## config.mk

```make
export PLATFORM = sky130hd
export DESIGN_NAME = vc_fifo_pop
export DESIGN_NICKNAME = d
export VERILOG_FILES = /design/src/rtl/vc_fifo_pop.sv
export SDC_FILE = /design/constraint.sdc
export NUM_CORES = 1
export LEC_CHECK = 0
export CAP_MARGIN = 15
export CORE_ASPECT_RATIO = 0.75
export CORE_MARGIN = 2
export CORE_UTILIZATION = 25
export CTS_BUF_LIST = sky130_fd_sc_hd__clkbuf_16
export DETAILED_ROUTE_END_ITERATION = 12
export HOLD_SLACK_MARGIN = 0.02
export PLACE_DENSITY = 0.45
export SYNTH_ARGS = -nofsm -noshare
export SYNTH_HDL_FRONTEND = slang
export SYNTH_SLANG_ARGS = --single-unit
export TNS_END_PERCENT = 50
```

## constraint.sdc

```tcl
create_clock -name clk -period 2.7 [get_ports clk]
set_input_delay 0.405 -clock clk [delete_from_list [all_inputs] [get_ports clk]]
set_output_delay 0.405 -clock clk [all_outputs]
set_load 0.05 [all_outputs]
```

## src/rtl/vc_fifo_pop.sv

```systemverilog
// Input FIFO ahead of the two-way VC demux: pops the head word when its VC has room downstream.
// Define VC_FIFO_STATS_EN to compile the per-VC saturating pop counters (otherwise tied to 0).
module vc_fifo_pop #(
    parameter int DATA_SIZE = 6,
    parameter int ADDR_SIZE = 2,
    parameter int AF_TH     = 3,
    parameter int AE_TH     = 1
) (
    input  logic                 clk,
    input  logic                 reset_L,
    input  logic                 push,
    input  logic [DATA_SIZE-1:0] data_in,
    input  logic                 af_vc0,
    input  logic                 af_vc1,
    output logic [DATA_SIZE-1:0] data_out,
    output logic                 en_pop,
    output logic                 selector,
    output logic                 full,
    output logic                 empty,
    output logic                 almost_full,
    output logic                 almost_empty,
    output logic                 error,
    output logic [7:0]           cnt_vc0,
    output logic [7:0]           cnt_vc1
);

    localparam int                 DEPTH   = 1 << ADDR_SIZE;
    localparam logic [ADDR_SIZE:0] DEPTH_C = (ADDR_SIZE+1)'(DEPTH);
    localparam logic [ADDR_SIZE:0] AF_C    = (ADDR_SIZE+1)'(AF_TH);
    localparam logic [ADDR_SIZE:0] AE_C    = (ADDR_SIZE+1)'(AE_TH);
    localparam logic [ADDR_SIZE:0] CNT_ONE = (ADDR_SIZE+1)'(1);
    localparam logic [ADDR_SIZE-1:0] PTR_ONE = ADDR_SIZE'(1);

    logic [DATA_SIZE-1:0] mem [DEPTH];
    logic [ADDR_SIZE-1:0] wr_ptr;
    logic [ADDR_SIZE-1:0] rd_ptr;
    logic [ADDR_SIZE:0]   count;

    logic [DATA_SIZE-1:0] head_p0;
    logic                 head_vc_p0;
    logic                 blocked_p0;
    logic                 can_pop;
    logic                 push_ok;

    // Head lookup and pop decision, all from state sampled at this edge
    assign head_p0    = mem[rd_ptr];
    assign head_vc_p0 = head_p0[DATA_SIZE-1];
    assign blocked_p0 = head_vc_p0 ? af_vc1 : af_vc0;
    assign can_pop    = (count != '0) && !blocked_p0;
    // A push into a full FIFO is dropped even if a pop frees a slot this cycle
    assign push_ok    = push && (count != DEPTH_C);

    assign empty        = (count == '0);
    assign full         = (count == DEPTH_C);
    assign almost_full  = (count >= AF_C);
    assign almost_empty = (count <= AE_C);

    always_ff @(posedge clk) begin
        if (push_ok) begin
            mem[wr_ptr] <= data_in;
        end
    end

    always_ff @(posedge clk or negedge reset_L) begin
        if (!reset_L) begin
            wr_ptr <= '0;
            rd_ptr <= '0;
            count  <= '0;
            error  <= 1'b0;
        end else begin
            if (push_ok) begin
                wr_ptr <= wr_ptr + PTR_ONE;
            end
            if (can_pop) begin
                rd_ptr <= rd_ptr + PTR_ONE;
            end
            if (push && !push_ok) begin
                error <= 1'b1;
            end
            case ({push_ok, can_pop})
                2'b10:   count <= count + CNT_ONE;
                2'b01:   count <= count - CNT_ONE;
                default: count <= count;
            endcase
        end
    end

    // Registered pop stage towards the demux
    always_ff @(posedge clk or negedge reset_L) begin
        if (!reset_L) begin
            en_pop   <= 1'b0;
            data_out <= '0;
            selector <= 1'b0;
        end else begin
            en_pop <= can_pop;
            if (can_pop) begin
                data_out <= head_p0;
                selector <= head_vc_p0;
            end
        end
    end

`ifdef VC_FIFO_STATS_EN
    function automatic logic [7:0] sat_inc(input logic [7:0] v);
        return (v == 8'hFF) ? v : v + 8'd1;
    endfunction

    always_ff @(posedge clk or negedge reset_L) begin
        if (!reset_L) begin
            cnt_vc0 <= '0;
            cnt_vc1 <= '0;
        end else if (can_pop) begin
            if (head_vc_p0) begin
                cnt_vc1 <= sat_inc(cnt_vc1);
            end else begin
                cnt_vc0 <= sat_inc(cnt_vc0);
            end
        end
    end
`else
    assign cnt_vc0 = '0;
    assign cnt_vc1 = '0;
`endif

endmodule

```

==> results of run 1 <==
[layout make-up]
class	count	area (µm²)	area share (%)
Clock buffer	5	125	5.47
Clock inverter	3	38.8	1.70
Inverter	9	33.8	1.48
Multi-Input combinational cell	73	629	27.5
Sequential cell	39	1100	47.9
Tap cell	101	126	5.53
Timing Repair Buffer	24	238	10.4
[cells in the final DEF (no fill, tap or decap), drive strengths merged, types with 2 or more instances in the layout]
master and count:
conb 16, nor2b 2, inv 9, o21ai 3
dfrtp 15, a21oi 3, mux2i 5, mux2 5
xnor2 4, clkinv 2, ha 10, edfxtp 24
clkbuf 5, nor2 4, and2 5, nand2 4
clkdlybuf4s50 23, mux4 6
[Yosys cell counts (all sizes together)]
cell type  number  area, µm²
nor2b           2       12.5
o22a            1       10.0
nor2            4       15.0
o21ai           3       15.0
and2            5       31.3
mux2i           5       50.1
inv             9       33.8
nand2           4       17.5
a21o            1       7.51
ha             10        125
a21oi           3       15.0
dfrtp          15        375
buf            19        144
mux2            5       56.3
o22ai           1       6.26
edfxtp         24        721
nand3           1       5.00
a31oi           1       6.26
xnor2           4       35.0
conb            1       3.75
clkbuf          1       3.75
mux4            6        154
o21a            1       7.51
[state kept, by name (all words and copies together) (netlist names)]
register  flops
mem          24
data_out      6
count         3
rd_ptr        2
wr_ptr        2
en_pop        1
error         1
[power by group through the flow]
stage               Combinational (mW)  Sequential (mW)  Clock, mW
floorplan                        0.831             1.12          0
global placement                  1.29            0.982          0
detailed placement                1.31            0.984          0
CTS                               1.31            0.976      0.660
global route                      1.39             1.00      0.695
finish                            1.29            0.969      0.640
[worst reg2reg max path, cell delays in order (launching register included)]
cell and delay [ns]:
dfrtp_1 0.42, inv_1 0.11, ha_1 0.22, and2_1 0.20
nor2b_1 0.41, inv_1 0.15, ha_1 0.37, a21oi_1 0.14
o22ai_1 0.09
[worst max-delay path by stage]
stage | startpoint | slack (ns) | endpoint | cells past startpoint
global route | count[0]$_DFFE_PN0P_ | 0.08 | empty | 5
CTS | count[0]$_DFFE_PN0P_ | 0.21 | empty | 5
detailed placement | count[0]$_DFFE_PN0P_ | 0.47 | count[2]$_DFFE_PN0P_ | 8
global placement | count[0]$_DFFE_PN0P_ | 0.51 | empty | 5
finish | count[0]$_DFFE_PN0P_ | 0.23 | empty | 5
floorplan | count[0]$_DFFE_PN0P_ | 0.60 | count[2]$_DFFE_PN0P_ | 9
[metal layers]
layer	share of wire (%)	global-route usage, %
met2	49	11.5
met5	0	0
met1	46	10.6
met3	4.0	3.21
met4	0.93	3.95
[stage by stage]
step	hold slack, ns	instance area [µm²]
6_report	0.460	2290
5_1_grt	0.505	2290
4_1_cts	0.467	2290
3_5_place_dp	0.455	2120
3_3_place_gp	0.442	2120
2_1_floorplan	0.109	1910
[kinds of logic (layout without fill, tap and decap cells)]
group           Yosys count  in the layout
compound gates           11             11
flops                    39             39
fa+ha+maj                10             10
simple gates             16             16
mux                      16             16
buf+inv                  29             41
xor+xnor                  4              4
other cells               1             16
==> results.py, run 1 <==
metrics = {
    "run_status": {
        "status": "complete, no violations",
    },
    "setup_path": {
        "slowest_delay_ns": 0.81,
        "critPathBufInv": 3,
        "rr_endpoint": "count[2]$_DFFE_PN0P_",
        "crit_type": "flip-flop to output port",
        "end_kind": "output port",
        "crit_chain": "inv_1, ha_1, nand2_1, inv_1, clkdlybuf4s50_1",
        "worstPathRequired_ns": 2.30,
        "cpMostUsedCell": "inv_1",
        "slowest_stage": "clkdlybuf4s50_1",
        "worst_r2r_startpoint": "count[0]$_DFFE_PN0P_",
        "worstPathArrival_ns": 2.07,
        "start_kind": "flip-flop",
        "reg2reg_slack_ns": 0.49,
        "reg2reg_depth": 8,
        "critPathMaxFanout": 4,
        "cp_top_family": "buffers and inverters",
    },
    "global_route": {
        "overflow": 0,
        "grt_use_total_pct": 8.10,
        "grt_pass1_vias": 932,
        "grt_max_degree": 16,
        "grt_pass1_wl_um": 4730,
        "antenna_found_initial": 0,
    },
    "clock_network": {
        "cts_sinks": 39,
        "postCtsSetupBuffers": 0,
        "cts_inserted_buffers": 5,
        "clk_pin_slew_ns": 0.05,
        "htree_levels": 2,
        "cts_hold_buffers": 0,
        "root_buffer": "clkbuf_16",
        "clockBufferDepth": 2,
        "cts_resized": 0,
        "tritoncts": "built",
        "insertion_delay_ns": 0.28,
    },
    "logic_synthesis": {
        "synthAdderAreaFrac_pct": 6.76,
        "ys_ff_latch": 39,
        "yosys_warnings": 0,
        "synth-xor-area-share_pct": 1.89,
        "yosysSeqAreaShare_pct": 59.2,
        "synth_area_um2": 1850,
        "yosysUniqueCellTypes": 27,
        "synth_compound_area_share_pct": 3.65,
        "synthSimpleGateAreaFrac_pct": 4.39,
        "synthMuxAreaShare_pct": 14.1,
        "synth_top_family_by_area": "multiplexers",
        "syn_avg_cell_area_um2": 14.7,
        "synthCells": 126,
    },
    "sta": {
        "slew_viol_final": 0,
        "setup_viol": 0,
        "fin_crit_ns": 2.47,
        "fin_tns_setup_ns": 0,
        "tightest_slew_ns": 0.745,
        "fin_ws_ns": 0.228,
        "fin_crit_sh_pct": 91.6,
        "rsz0062_at_grt": "no",
        "relSlewSlack_pct": 50.2,
        "skew_ns": 0.00282,
        "max_freq_mhz": 404,
        "hold_viol_final": 0,
    },
    "cells_and_area": {
        "final-instance-count-excl-fill": 254,
        "nNetsFinal": 173,
        "nFillCells": 727,
        "area_delta_synth_final_pct": 23.6,
        "utilization_pct": 31.5,
        "diodes": 0,
        "drive_above_1_share_pct": 10.5,
    },
    "power": {
        "powerDensity_nw_per_um2": 1270,
        "switchingPower_mw": 1.11,
        "pwr-share-clk_pct": 22.1,
        "p_comb_share_pct": 44.5,
        "switching_share_pct": 38.4,
        "seqPwrFrac_pct": 33.4,
        "power_mw": 2.90,
        "worst_ir_drop_vdd_v": 0.000349,
        "internal-power_mw": 1.79,
        "cellLeakagePower_nw": 0.921,
    },
    "floorplan": {
        "die_h_um": 78.5,
        "die-area_um2": 8110,
        "die_width_um": 103,
        "core_area_um2": 7260,
        "start_util_pct": 25.5,
        "rows": 27,
        "io_pins": 40,
    },
    "placed_design": {
        "place_hpwl_um": 2270,
        "dp.cells": 246,
        "place_congestion": 0.683,
        "pre_cts_ws_ns": 0.470,
        "port_buffers": 23,
    },
    "hold_path": {
        "min_from": "error$_DFFE_PN0P_",
        "hold_path_end": "error$_DFFE_PN0P_",
        "hold_class": "flip-flop to flip-flop",
        "hold_depth": 1,
    },
    "route": {
        "route.vias.total": 959,
        "wire_per_inst_um": 11.8,
        "ant_nets": 0,
        "via_per_inst": 3.78,
        "drtIter0Drc": 39,
        "dr.pass1.iters": 4,
        "drc": 0,
        "wirelength_um": 3010,
    },
    "job": {
        "max-cap-violations": 0,
    },
}
Note: power is estimated with default switching activity, not from simulation.
==> run 2: changes to the inputs <==
- PLACE_DENSITY: 0.45 -> 0.47
- clock period: 2.7 -> 2.1 ns (I/O delays scaled with it)
==> run 2 against run 1 <==
- via count up 2.9%
- combinational power grew 42%
- wire length is 5.7% higher
- design area increased by 1.3%
- largest cell class unchanged
- core utilization is 0.40 points higher
- sequential power rose by 24%
- sequential share of layout area is 0.60 points lower
- critical endpoint is now count[2]$_DFFE_PN0P_
- critical path depth is 3 higher
- setup slack lost 0.12 ns
==> results.py, run 2 (synthesis results as in run 1) <==
metrics = {
    "power": {
        "power_mw": 3.73,
        "powerDensity_nw_per_um2": 1610,
        "cellLeakagePower_nw": 0.943,
        "worst_ir_drop_vdd_v": 0.000539,
    },
    "cells_and_area": {
        "diodes": 0,
        "mostFrequentLayoutCell": "edfxtp_1",
        "mostFrequentLayoutCells": "24 x edfxtp_1, 19 x clkdlybuf4s50_1, 16 x conb_1",
        "drive_above_1_share_pct": 17.2,
        "top_register": "mem",
        "nNetsFinal": 178,
        "seqCellArea_um2": 1100,
        "largest_reg_flops": 24,
        "nFillCells": 711,
        "area_delta_synth_final_pct": 25.2,
        "largest_registers": "mem (24), data_out (6), count (3)",
        "multiInputGateArea_um2": 636,
    },
    "setup_path": {
        "worstPathArrival_ns": 2.15,
        "reg2reg_depth": 8,
        "crit_type": "flip-flop to flip-flop",
        "worst_r2r_startpoint": "rd_ptr[0]$_DFFE_PN0P_",
        "end_kind": "flip-flop",
        "worstPathRequired_ns": 2.26,
        "rr_endpoint": "count[2]$_DFFE_PN0P_",
        "reg2reg_slack_ns": 0.11,
        "critPathMaxFanout": 4,
        "critical_path.startpoint": "rd_ptr[0]$_DFFE_PN0P_",
        "start_kind": "flip-flop",
    },
    "floorplan": {
        "rows": 27,
        "die_width_um": 103,
        "die-area_um2": 8110,
        "core_area_um2": 7260,
        "die_h_um": 78.5,
        "io_pins": 40,
        "start_util_pct": 25.5,
    },
    "hold_path": {
        "hold_class": "input pin to async pin",
    },
    "route": {
        "via_per_inst": 3.83,
        "wirelength_um": 3180,
        "ant_nets": 0,
        "wire_per_inst_um": 12.3,
        "route.vias.total": 987,
        "drtIter0Drc": 57,
        "drc": 0,
        "dr.pass1.iters": 4,
    },
    "sta": {
        "fin_crit_sh_pct": 94.7,
        "hold_viol_final": 0,
        "setup_viol": 0,
        "slew_viol_final": 0,
        "tightest_slew_ns": 0.500,
        "max_freq_mhz": 503,
        "holdWs_ns": 0.358,
        "fin_crit_ns": 1.99,
        "fin_tns_setup_ns": 0,
        "skew_ns": 0.00646,
        "relSlewSlack_pct": 66.6,
    },
    "global_route": {
        "overflow": 0,
        "antenna_found_initial": 0,
        "grt_use_total_pct": 8.49,
        "met2_usage_pct": 12.3,
        "grt_pass1_wl_um": 4890,
        "grt_pass1_vias": 969,
        "grt_use_met1_pct": 10.7,
        "busiest_layer": "met2",
        "met3_usage_pct": 4.19,
        "grt_max_degree": 16,
    },
    "clock_network": {
        "cts_sinks": 39,
        "root_buffer": "clkbuf_16",
        "tritoncts": "built",
        "clk_pin_slew_ns": 0.06,
        "cts_inserted_buffers": 5,
        "cts_hold_buffers": 0,
        "clockBufferDepth": 2,
        "insertion_delay_ns": 0.28,
        "htree_levels": 2,
    },
    "job": {
        "max-cap-violations": 0,
    },
    "placed_design": {
        "port_buffers": 23,
        "place_congestion": 0.706,
        "place_hpwl_um": 2400,
    },
    "run_status": {
        "status": "complete, no violations",
    },
}
==> run 2: cell types whose count changed in the layout (fill, tap and decap cells not counted) <==
cell	change
clkdlybuf4s50_1	-4
buf_4	+7
buf_12	+2
bufinv_16	-1
and2_1	-2
mux2i_1	-1
and2_2	+2
mux2i_2	+1
==> run 2: worst max-delay path by stage <==
stage / end / cells after the start / slack [ns]
3_5_place_dp: count[2]$_DFFE_PN0P_ / 8 / 0.11
4_1_cts: count[2]$_DFFE_PN0P_ / 8 / 0.12
3_3_place_gp: count[2]$_DFFE_PN0P_ / 8 / 0.14
2_1_floorplan: count[2]$_DFFE_PN0P_ / 9 / 0.004
6_report: count[2]$_DFFE_PN0P_ / 8 / 0.11
5_1_grt: count[2]$_DFFE_PN0P_ / 7 / -0.0009
==> run 2: worst max-delay path, cell delays in order (launching register included) <==
cell and delay (ns):
dfrtp_1 0.38, mux4_2 0.55, mux2i_2 0.23, nand2_2 0.09
inv_1 0.09, ha_1 0.23, nor2_1 0.07, a31oi_1 0.14
o22ai_1 0.09
==> run 2: cell type report <==
class | instances | share of cell area, %
Timing Repair Buffer | 29 | 12.5
Multi-Input combinational cell | 73 | 27.4
Clock buffer | 5 | 5.40
Tap cell | 101 | 5.46
Inverter | 9 | 1.46
Sequential cell | 39 | 47.3
Clock inverter | 2 | 0.378
==> run 2: routing by layer <==
layer / vias to the layer above / wire length [µm] / share of wire (%)
li1: 474 / - / -
met1: 474 / 1460 / 46
met2: 35 / 1450 / 45
met3: 4 / 225 / 7.1
met4: 0 / 52 / 1.6
met5: - / 0 / 0
==> run 2: per-stage QoR <==
stage	std cells	utilization [%]	worst slack, ns	cell area [µm²]
6_report	258	31.9	0.111	2320
5_1_grt	258	31.9	-0.000898	2320
4_1_cts	257	31.7	0.118	2300
3_5_place_dp	250	29.9	0.111	2170
3_3_place_gp	250	29.9	0.143	2170
2_1_floorplan	141	-	0.00422	1910
==> run 2: power by group <==
| group | internal, mW | switching, mW | leakage, nW |
|---|---|---|---|
| Sequential | 1.07 | 0.122 | 0.395 |
| Combinational | 0.749 | 1.08 | 0.480 |
| Clock | 0.426 | 0.272 | 0.0671 |
| Total | 2.25 | 1.48 | 0.943 |
==> run 2: repair_timing <==
item / in CTS / in global routing
setup endpoints to repair: 0 / 13
resized for setup: 0 / 3
buffers inserted: 0 / 1
==> run 3: changes to the inputs <==
- clock period: 2.1 -> 1.8 ns (I/O delays scaled with it)
==> run 3 against run 2 <==
- the run now ends with setup timing left
- wire length rose by 4.1%
- clock skew is 0.0024 ns lower
- critical path depth unchanged
- power rose by 31%
- sequential power grew 16%
- sequential cell count did not move
- non-clock buffer count rose by 11
- combinational power grew 36%
- hold slack got worse by 0.045 ns
- critical path type unchanged
==> results.py, run 3 (synthesis results as in run 1) <==
metrics = {
    "run_status": {
        "status": "complete, but fails checks",
        "violations": "setup timing",
    },
    "route": {
        "wirelength_um": 3310,
        "wire_per_inst_um": 12.3,
        "ant_nets": 0,
        "drtIter0Drc": 20,
        "via_per_inst": 3.74,
        "route.vias.total": 1009,
        "dr.pass1.iters": 2,
        "drc": 0,
    },
    "global_route": {
        "overflow": 0,
        "grt_use_total_pct": 8.82,
        "grt_pass1_wl_um": 5260,
        "grt_max_degree": 16,
        "grt_pass1_vias": 1030,
        "antenna_found_initial": 0,
    },
    "power": {
        "cellLeakagePower_nw": 1.05,
        "powerDensity_nw_per_um2": 1940,
        "worst_ir_drop_vdd_v": 0.000711,
    },
    "cells_and_area": {
        "mostFrequentLayoutCells": "24 x edfxtp_1, 19 x buf_4, 16 x conb_1",
        "nNetsFinal": 189,
        "stdcell_area_um2": 2510,
        "largest_registers": "mem (24), data_out (6), count (3)",
        "drive_above_1_share_pct": 29.0,
        "final-instance-count-excl-fill": 270,
        "diodes": 0,
        "area_delta_synth_final_pct": 35.4,
        "top_register": "mem",
        "largest_reg_flops": 24,
        "mostFrequentLayoutCell": "edfxtp_1",
    },
    "placed_design": {
        "dp.cells": 258,
        "dpl_cell_area_um2": 2290,
        "place_congestion": 0.832,
        "place_hpwl_um": 2440,
        "port_buffers": 23,
        "pre_cts_ws_ns": -0.0157,
    },
    "clock_network": {
        "cts_sinks": 39,
        "cts_inserted_buffers": 5,
        "clk_pin_slew_ns": 0.06,
        "clockBufferDepth": 2,
        "root_buffer": "clkbuf_16",
        "htree_levels": 2,
        "tritoncts": "built",
        "insertion_delay_ns": 0.28,
    },
    "setup_path": {
        "worstPathRequired_ns": 1.96,
        "slowest_stage": "mux4_2",
        "slowest_delay_ns": 0.53,
        "worstPathArrival_ns": 1.96,
        "crit_chain": "mux4_2, mux2i_1, nand2_2, inv_2, ha_4, nor2_1, a31oi_1, o22ai_1",
        "start_kind": "flip-flop",
        "critical_path.startpoint": "rd_ptr[0]$_DFFE_PN0P_",
        "reg2reg_depth": 8,
        "end_kind": "flip-flop",
        "rr_endpoint": "count[2]$_DFFE_PN0P_",
        "critical_path.endpoint": "count[2]$_DFFE_PN0P_",
        "critPathMaxFanout": 4,
        "reg2reg_slack_ns": -0.007,
        "worst_r2r_startpoint": "rd_ptr[0]$_DFFE_PN0P_",
        "crit_type": "flip-flop to flip-flop",
    },
    "floorplan": {
        "die_h_um": 78.5,
        "core_area_um2": 7260,
        "die-area_um2": 8110,
        "rows": 27,
        "io_pins": 40,
        "die_width_um": 103,
        "start_util_pct": 25.5,
    },
    "sta": {
        "hold_viol_final": 0,
        "fin_tns_setup_ns": -0.00683,
        "fin_crit_ns": 1.81,
        "relSlewSlack_pct": 66.5,
        "fin_crit_sh_pct": 100,
        "fin_ws_ns": -0.00683,
        "rsz0062_at_grt": "yes",
        "skew_ns": 0.00407,
        "setup_viol": 1,
        "max_freq_mhz": 553,
        "slew_viol_final": 0,
        "tightest_slew_ns": 0.502,
    },
    "job": {
        "max-cap-violations": 0,
    },
    "hold_path": {
        "hold_class": "input pin to async pin",
    },
}
-- run 3: layer usage --
metal  up-vias  share of wire, %  GRT usage (%)
met1       484                50           12.5
li1        496                 -              -
met3         2               4.4           3.38
met2        27                45           12.7
met4         0              0.30           1.97
met5         -                 0              0
-- run 3: worst min-delay path by stage --
stage | endpoint | slack (ns) | cells past startpoint
global route | data_out[1]$_DFFE_PN0P_ | 0.34 | 2
finish | data_out[1]$_DFFE_PN0P_ | 0.31 | 2
detailed placement | error$_DFFE_PN0P_ | 0.45 | 1
CTS | data_out[1]$_DFFE_PN0P_ | 0.32 | 2
floorplan | count[0]$_DFFE_PN0P_ | -0.03 | 0
global placement | error$_DFFE_PN0P_ | 0.44 | 1
-- run 3: timing repair --
action | CTS | global route
gates resized for setup | 0 | 6
endpoints found under the setup margin | 1 | 32
hold buffers | 0 | 0
setup buffers | 2 | 2
-- run 3: power by group --
part | internal, mW | total, mW | switching [mW]
registers | 1.25 | 1.39 | 0.136
clock network | 0.653 | 0.991 | 0.338
logic | 1.13 | 2.49 | 1.36
-- run 3: per-stage QoR --
stage               utilization (%)  hold slack, ns  power (mW)
floorplan                         -         -0.0256        2.99
global placement               31.6           0.444        3.78
detailed placement             31.6           0.450        3.81
CTS                            34.1           0.321        4.86
global route                   34.5           0.337        5.16
finish                         34.5           0.313        4.86
-- run 3: cell type report --
cell class / instances / area, µm²
multi-input combinational: 73 / 656
fill: 694 / 4760
inverter: 9 / 33.8
timing repair buffer: 40 / 425
clock inverter: 3 / 43.8
tap: 101 / 126
clock buffer: 5 / 125
sequential: 39 / 1100
-- run 3: critical path, delay by kind of cell, from the launching register on --
kind | cells | cell delay, ns
buf+inv | 1 | 0.08
simple gates | 2 | 0.15
compound gates | 2 | 0.22
fa+ha+maj | 1 | 0.15
flops | 1 | 0.37
mux | 2 | 0.73
